## config.mk

```make
export PLATFORM = sky130hd
export DESIGN_NAME = timer_control
export DESIGN_NICKNAME = d
export VERILOG_FILES = /design/src/rtl/timer_control.sv
export SDC_FILE = /design/constraint.sdc
export NUM_CORES = 1
export LEC_CHECK = 0
export CAP_MARGIN = 5
export CORE_MARGIN = 2
export CORE_UTILIZATION = 25
export CTS_CLUSTER_DIAMETER = 40
export DETAILED_ROUTE_END_ITERATION = 6
export HOLD_SLACK_MARGIN = 0.15
export PLACE_DENSITY_LB_ADDON = 0.3
export SETUP_SLACK_MARGIN = 0.02
export SLEW_MARGIN = 20
export SYNTH_ARGS = -nofsm -noshare
export SYNTH_HDL_FRONTEND = slang
export SYNTH_SLANG_ARGS = --single-unit
```

## constraint.sdc

```tcl
create_clock -name clock -period 2.38 [get_ports clock]
set_input_delay 0.357 -clock clock [delete_from_list [all_inputs] [get_ports clock]]
set_output_delay 0.357 -clock clock [all_outputs]
set_load 0.02 [all_outputs]
```

## src/rtl/timer_control.sv

```systemverilog
// rtl/timer_control.sv - countdown timer sequencer with prescaler, auto-reload, hold and expiry flags
module timer_control #(
    parameter int W = 8,
    parameter int P = 8
) (
    input  logic         clock,
    input  logic         reset,
    input  logic [W-1:0] value,
    input  logic [P-1:0] prescale,
    input  logic         periodic,
    input  logic         start,
    input  logic         stop,
    input  logic         hold,
    input  logic         ack,
    output logic [W-1:0] count,
    output logic         busy,
    output logic         expire,
    output logic         pending,
    output logic         overrun
);

    typedef enum logic [1:0] {
        IDLE = 2'd0,
        RUN  = 2'd1,
        HOLD = 2'd2
    } state_t;

    localparam logic [W-1:0] CNT_ONE = W'(1);
    localparam logic [P-1:0] PC_ONE  = P'(1);

    state_t       state, state_n;
    logic [W-1:0] count_n, rv, rv_n;
    logic [P-1:0] pc, pc_n, rs, rs_n;
    logic         rp, rp_n;
    logic         expire_n, pending_n, overrun_n;

    always_ff @(posedge clock) begin
        if (reset) begin
            state   <= IDLE;
            count   <= '0;
            pc      <= '0;
            rv      <= '0;
            rs      <= '0;
            rp      <= 1'b0;
            expire  <= 1'b0;
            pending <= 1'b0;
            overrun <= 1'b0;
        end else begin
            state   <= state_n;
            count   <= count_n;
            pc      <= pc_n;
            rv      <= rv_n;
            rs      <= rs_n;
            rp      <= rp_n;
            expire  <= expire_n;
            pending <= pending_n;
            overrun <= overrun_n;
        end
    end

    always_comb begin
        state_n  = state;
        count_n  = count;
        pc_n     = pc;
        rv_n     = rv;
        rs_n     = rs;
        rp_n     = rp;
        expire_n = 1'b0;
        if (start) begin
            rv_n    = value;
            rs_n    = prescale;
            rp_n    = periodic;
            pc_n    = prescale;
            count_n = value;
            if (value != '0) begin
                state_n = RUN;
            end else begin
                state_n  = IDLE;
                expire_n = 1'b1;
            end
        end else if (stop) begin
            state_n = IDLE;
            count_n = '0;
            pc_n    = '0;
        end else if (state == RUN && hold) begin
            state_n = HOLD;
        end else if (state == RUN || state == HOLD) begin
            // Leaving HOLD counts as a normal run edge so a hold of H cycles costs exactly H.
            if (!hold) begin
                state_n = RUN;
                if (pc != '0) begin
                    pc_n = pc - PC_ONE;
                end else begin
                    pc_n = rs;
                    if (count > CNT_ONE) begin
                        count_n = count - CNT_ONE;
                    end else begin
                        expire_n = 1'b1;
                        if (rp) begin
                            count_n = rv;
                        end else begin
                            count_n = '0;
                            state_n = IDLE;
                        end
                    end
                end
            end
        end
    end

    always_comb begin
        pending_n = pending;
        overrun_n = overrun;
        if (expire_n) begin
            pending_n = 1'b1;
            if (ack)
                overrun_n = 1'b0;
            else if (pending)
                overrun_n = 1'b1;
        end else if (ack) begin
            pending_n = 1'b0;
            overrun_n = 1'b0;
        end
    end

    assign busy = (state != IDLE);

endmodule

```

**Word-level counts from Yosys, hierarchy flattened**

Index checks and enable logic that the tools add are counted.

- Multiplexer cells: 36
- Eq/ne operators: 6
- Order comparisons: 1
- Reductions and logical operators: 13
- $add $sub $neg: 2

Operators by type and width:

| cell | count |
|---|---|
| 8-bit 2-to-1 mux | 14 |
| 1-bit 2-to-1 mux | 17 |
| 8-bit nonzero test | 2 |
| 8-bit by 1-bit subtractor with 8-bit output (second input constant) | 2 |
| 2-bit 2-to-1 mux | 5 |
| 3-bit inequality test (second input constant) | 3 |
| 8-bit by 1-bit greater-than comparator with 1-bit output (second input constant) | 1 |
| 2-bit nonzero test | 3 |
| 4-bit by 3-bit inequality test with 1-bit output (second input constant) | 1 |
| 2-bit AND reduction | 2 |
| 4-bit AND reduction | 1 |
| 4-bit nonzero test | 1 |
| 3-bit AND reduction | 1 |
| 3-bit nonzero test | 1 |
| 2-bit by 1-bit equality test with 1-bit output (second input constant) | 1 |
| 2-bit equality test (second input constant) | 1 |
| 1-bit logical AND | 1 |
| 1-bit logical OR | 1 |

- Register bits: 38
- Logic and storage cells: 67

**Longest topological paths before layout**

- Depth in word-level cells: 10
- Gate-level depth with buffers: 7

**Worst setup path before layout**

No wires, ideal clock.

- Kind: reg2reg
- Start point: register count[0]
- End point: register count[6]
- Setup slack: 0.386 ns
- Stages on the path, launching flop included: 7
- Arrival time: 1.848 ns
- Setup time: 0.146 ns
- Clock period less this slack: 1.994 ns
- Path buffers: 0
- Cell sequence: dfxtp_1 > inv_1 > ha_1 > or3b_2 > o31a_1 > o311ai_0 > a311oi_1

- Word-level cells in the longest chain between the ends: 8

Ends and longest elaborated chain:

| what | line | RTL |
|---|---|---|
| start, declared | 15 | `output logic [W-1:0] count,` |
| start signal, assigned | 50 | `count <= count_n;` |
| 8-bit by 1-bit subtractor with 8-bit output / 8-bit by 1-bit greater-than comparator with 1-bit output (equally long branches) | 96, 95 |  |
| 8-bit 2-to-1 mux * | 95 | `if (count > CNT_ONE) begin` |
| 8-bit 2-to-1 mux * | 91 | `if (pc != '0) begin` |
| 8-bit 2-to-1 mux * | 89 | `if (!hold) begin` |
| 8-bit 2-to-1 mux * | 87 | `end else if (state == RUN \|\| state == HOLD) begin` |
| 8-bit 2-to-1 mux * | 85 | `end else if (state == RUN && hold) begin` |
| 8-bit 2-to-1 mux * | 81 | `end else if (stop) begin` |
| 8-bit 2-to-1 mux * | 69 | `if (start) begin` |

Mark *: on every way between the ends. The rest lies on a longest branch, timed or not. The select of a mux whose other input is x is not followed.
A chain may end at the register's enable or synchronous reset.

**Final worst setup path**

- Start point: register pc[0]
- End point: register count[4]

- Word-level cells in the longest chain between the ends: 3

Ends and longest elaborated chain:

| what | line | RTL |
|---|---|---|
| start, declared | 33 | `logic [P-1:0] pc, pc_n, rs, rs_n;` |
| start signal, assigned | 51 | `pc <= pc_n;` |
| 8-bit nonzero test | 91 |  |
| 3-bit inequality test (no source line) | - |  |
| 4-bit AND reduction (no source line) | - |  |

Every way passes these cells.

==> results.sh <==
export IMPL_fin_cells=402
export IMPL_ant_nets=0
export IMPL_multiInputGateArea_mm2=0.00124
export IMPL_finalSetupViolations=0
export IMPL_hold_violations=0
export IMPL_status="finished clean"
export IMPL_cts_buffer_depth=2
export IMPL_switching_share_pct=30.9
export IMPL_wl_mm=5.82
export IMPL_internal_power_uw=1190
export IMPL_num_antenna_cells=0
export IMPL_io_pins=35
export IMPL_initial_core_util_pct=25.9
export IMPL_die_area_mm2=0.00927
export IMPL_dpl_cell_area_mm2=0.00260
export IMPL_die_w_um=96.3
export IMPL_synth_cell_types=49
export IMPL_core_area_mm2=0.00822
export IMPL_combPwrFrac_pct=25.3
export IMPL_grt_ovfl_total=0
export IMPL_start_kind="flop"
export IMPL_regArea_um2=761
export IMPL_seqPwrFrac_pct=42.2
export IMPL_routedWlPerCell_um=14.5
export IMPL_final_min_clock_period_ns=2.15
export IMPL_cts_clk_slew_worst_paths_ns=0.09
export IMPL_worst_pin_slew_ns=0.588
export IMPL_crit_type="flop to flop"
export IMPL_grt_pass1_vias=1935
export IMPL_synth_area_leaders="dfxtp_1 36%, a311oi_1 4.9%, nor2_1 4.8%, a21oi_1 4.7%, nand2_1 4.6%"
export IMPL_synth_warnings=0
export IMPL_clkSinkCount=38
export IMPL_fin_area_mm2=0.00271
export IMPL_grt_max_degree=22
export IMPL_row_count=33
export IMPL_fin_skew_ns=0.00766
export IMPL_syn_cell_area_mm2=0.00213
export IMPL_yosysTopAreaCell="dfxtp_1"
export IMPL_final_cell_mix="38 x dfxtp_1, 34 x clkdlybuf4s50_1, 27 x nor2_1, 26 x nand2_1, 20 x a21oi_1"
export IMPL_syn_avg_cell_area_um2=8.13
export IMPL_p_total_uw=1720
export IMPL_grt_pass1_wl_mm=9.45
export IMPL_holdBufCountCts=0
export IMPL_path_max_fanout=10
export IMPL_dieHeight_um=96.3
export IMPL_post_place_cells=394
export IMPL_clockPowerShare_pct=32.6
export IMPL_tns_ns=0
export IMPL_numPortBuffers=34
export IMPL_crit_path_end_kind="flop"
export IMPL_antenna_found_initial=0
export IMPL_route_detailed_drc=0
export IMPL_netlist_instances=262
export IMPL_fin_nets=325
export IMPL_peakVddDrop_mv=0.339
export IMPL_cts_resized=0
export IMPL_insertion_delay_ns=0.29
export IMPL_cts_buffers=5
export IMPL_rsz0062_at_grt="false"
export IMPL_cts_htree_levels=2
export IMPL_grt_use_total_pct=13.1
export IMPL_yosys_most_used_dff="dfxtp_1"
export IMPL_worstPathArrival_ns=2.36
export IMPL_cts_setup_buffers=0
export IMPL_hold_path_class="flop to flop"
export IMPL_seq_area_frac_synth_pct=35.7
export IMPL_ys_ff_latch=38
export IMPL_dp_hpwl_mm=4.35
export IMPL_slew_headroom_pct=60.7
export IMPL_fmax_mhz=465
export IMPL_leakage_uw=0.000964
export IMPL_p_per_area_mw_per_mm2=635
export IMPL_drive_gt1_share_pct=9.76
export IMPL_synth_top_area_share_pct=35.7
export IMPL_vias=2051
export IMPL_via_per_inst=5.10
export IMPL_p_sw_uw=532
export IMPL_syn_num_nets=291
export IMPL_cap_viol_max_count=0
export IMPL_async_flop_share_pct=0
export IMPL_final_common_cell="dfxtp_1"
export IMPL_required_ns=2.59
export IMPL_min_period_over_period_pct=90.4
export IMPL_final_max_slew_violation_count=0
export IMPL_dr_pass1_iters=6
export IMPL_place_congestion=0.858
export IMPL_fillers=880
export IMPL_cts_tree="yes"
export IMPL_synth_edff_count=0
export IMPL_drt_iter0_drc=159
export IMPL_area_growth_synth_to_final_pct=27.3
export IMPL_ctsRootBufferMaster="clkbuf_8"
worst max-delay path, cell delays in order, from the launching register on:
cell and delay, ns:
dfxtp_1 0.35, inv_1 0.11, ha_1 0.23, or4b_4 0.55
o31ai_4 0.48, nor2_1 0.08, a311oi_1 0.26
synth_stat cells, types with 6 or more instances:
| master | instances |
|---|---|
| o21ai_0 | 11 |
| nor4_1 | 6 |
| a21oi_1 | 20 |
| dfxtp_1 | 38 |
| clkbuf_1 | 11 |
| nand2_1 | 26 |
| mux2i_1 | 6 |
| inv_1 | 10 |
| nand2b_1 | 15 |
| nor2_1 | 27 |
| ha_1 | 6 |
| a31oi_1 | 6 |
| nor3_1 | 9 |
| a311oi_1 | 12 |
per-stage QoR:
step	hold WS [ns]	util, %	setup slack, ns
final	0.462	33.0	0.229
after global routing	0.498	33.0	0.0476
after CTS	0.471	33.0	0.241
after detailed placement	0.449	31.6	0.259
after global placement	0.449	31.6	0.331
after floorplan	0.448	-	0.386
kinds of logic (layout without fill, tap and decap cells):
kind of cell | count (synthesis) | count (layout) | synth area share, %
AOI/OAI and AO/OA | 76 | 76 | 25.4
xor gates and xnor gates | 4 | 4 | 1.65
adders and majority gates | 6 | 6 | 3.53
buffers and inverters | 28 | 63 | 5.82
DFF | 38 | 38 | 35.7
muxes | 7 | 7 | 3.35
and+or+nand+nor | 103 | 103 | 24.6
flip-flops by register name (all words and copies together), names as in the netlist, 2 cells and up:
register,cells
rs,8
rv,8
count,8
state,2
pc,8
per-layer routing:
metal | vias to the layer above | GRT usage [%] | wire length [um]
met5 | - | 0 | 0
met4 | 0 | 3.87 | 59
met3 | 4 | 2.98 | 317
met2 | 58 | 19.7 | 2530
met1 | 951 | 18.6 | 2910
li1 | 1038 | - | -
power by group through the flow:
stage,Clock [uW],Sequential (uW),Combinational (uW)
2_1_floorplan,0,739,283
3_3_place_gp,0,741,432
3_5_place_dp,0,741,430
4_1_cts,571,726,433
5_1_grt,604,734,478
6_report,561,726,435
layout make-up:
class	count	area share (%)
Clock buffer	5	2.54
Tap cell	105	4.85
Multi-Input combinational cell	196	45.9
Sequential cell	38	28.1
Timing Repair Buffer	45	15.6
Clock inverter	3	1.66
Inverter	10	1.38
worst paths after layout:
kind / start / to / slack (ns) / cells past startpoint
setup / recovery: pc[0] / count[4] / 0.23 / 6
hold / removal: overrun / overrun / 0.46 / 2
setup reg to reg: pc[0] / count[4] / 0.23 / 6
hold reg to reg: overrun / overrun / 0.46 / 2
Note: power is estimated with default switching activity, not from simulation.
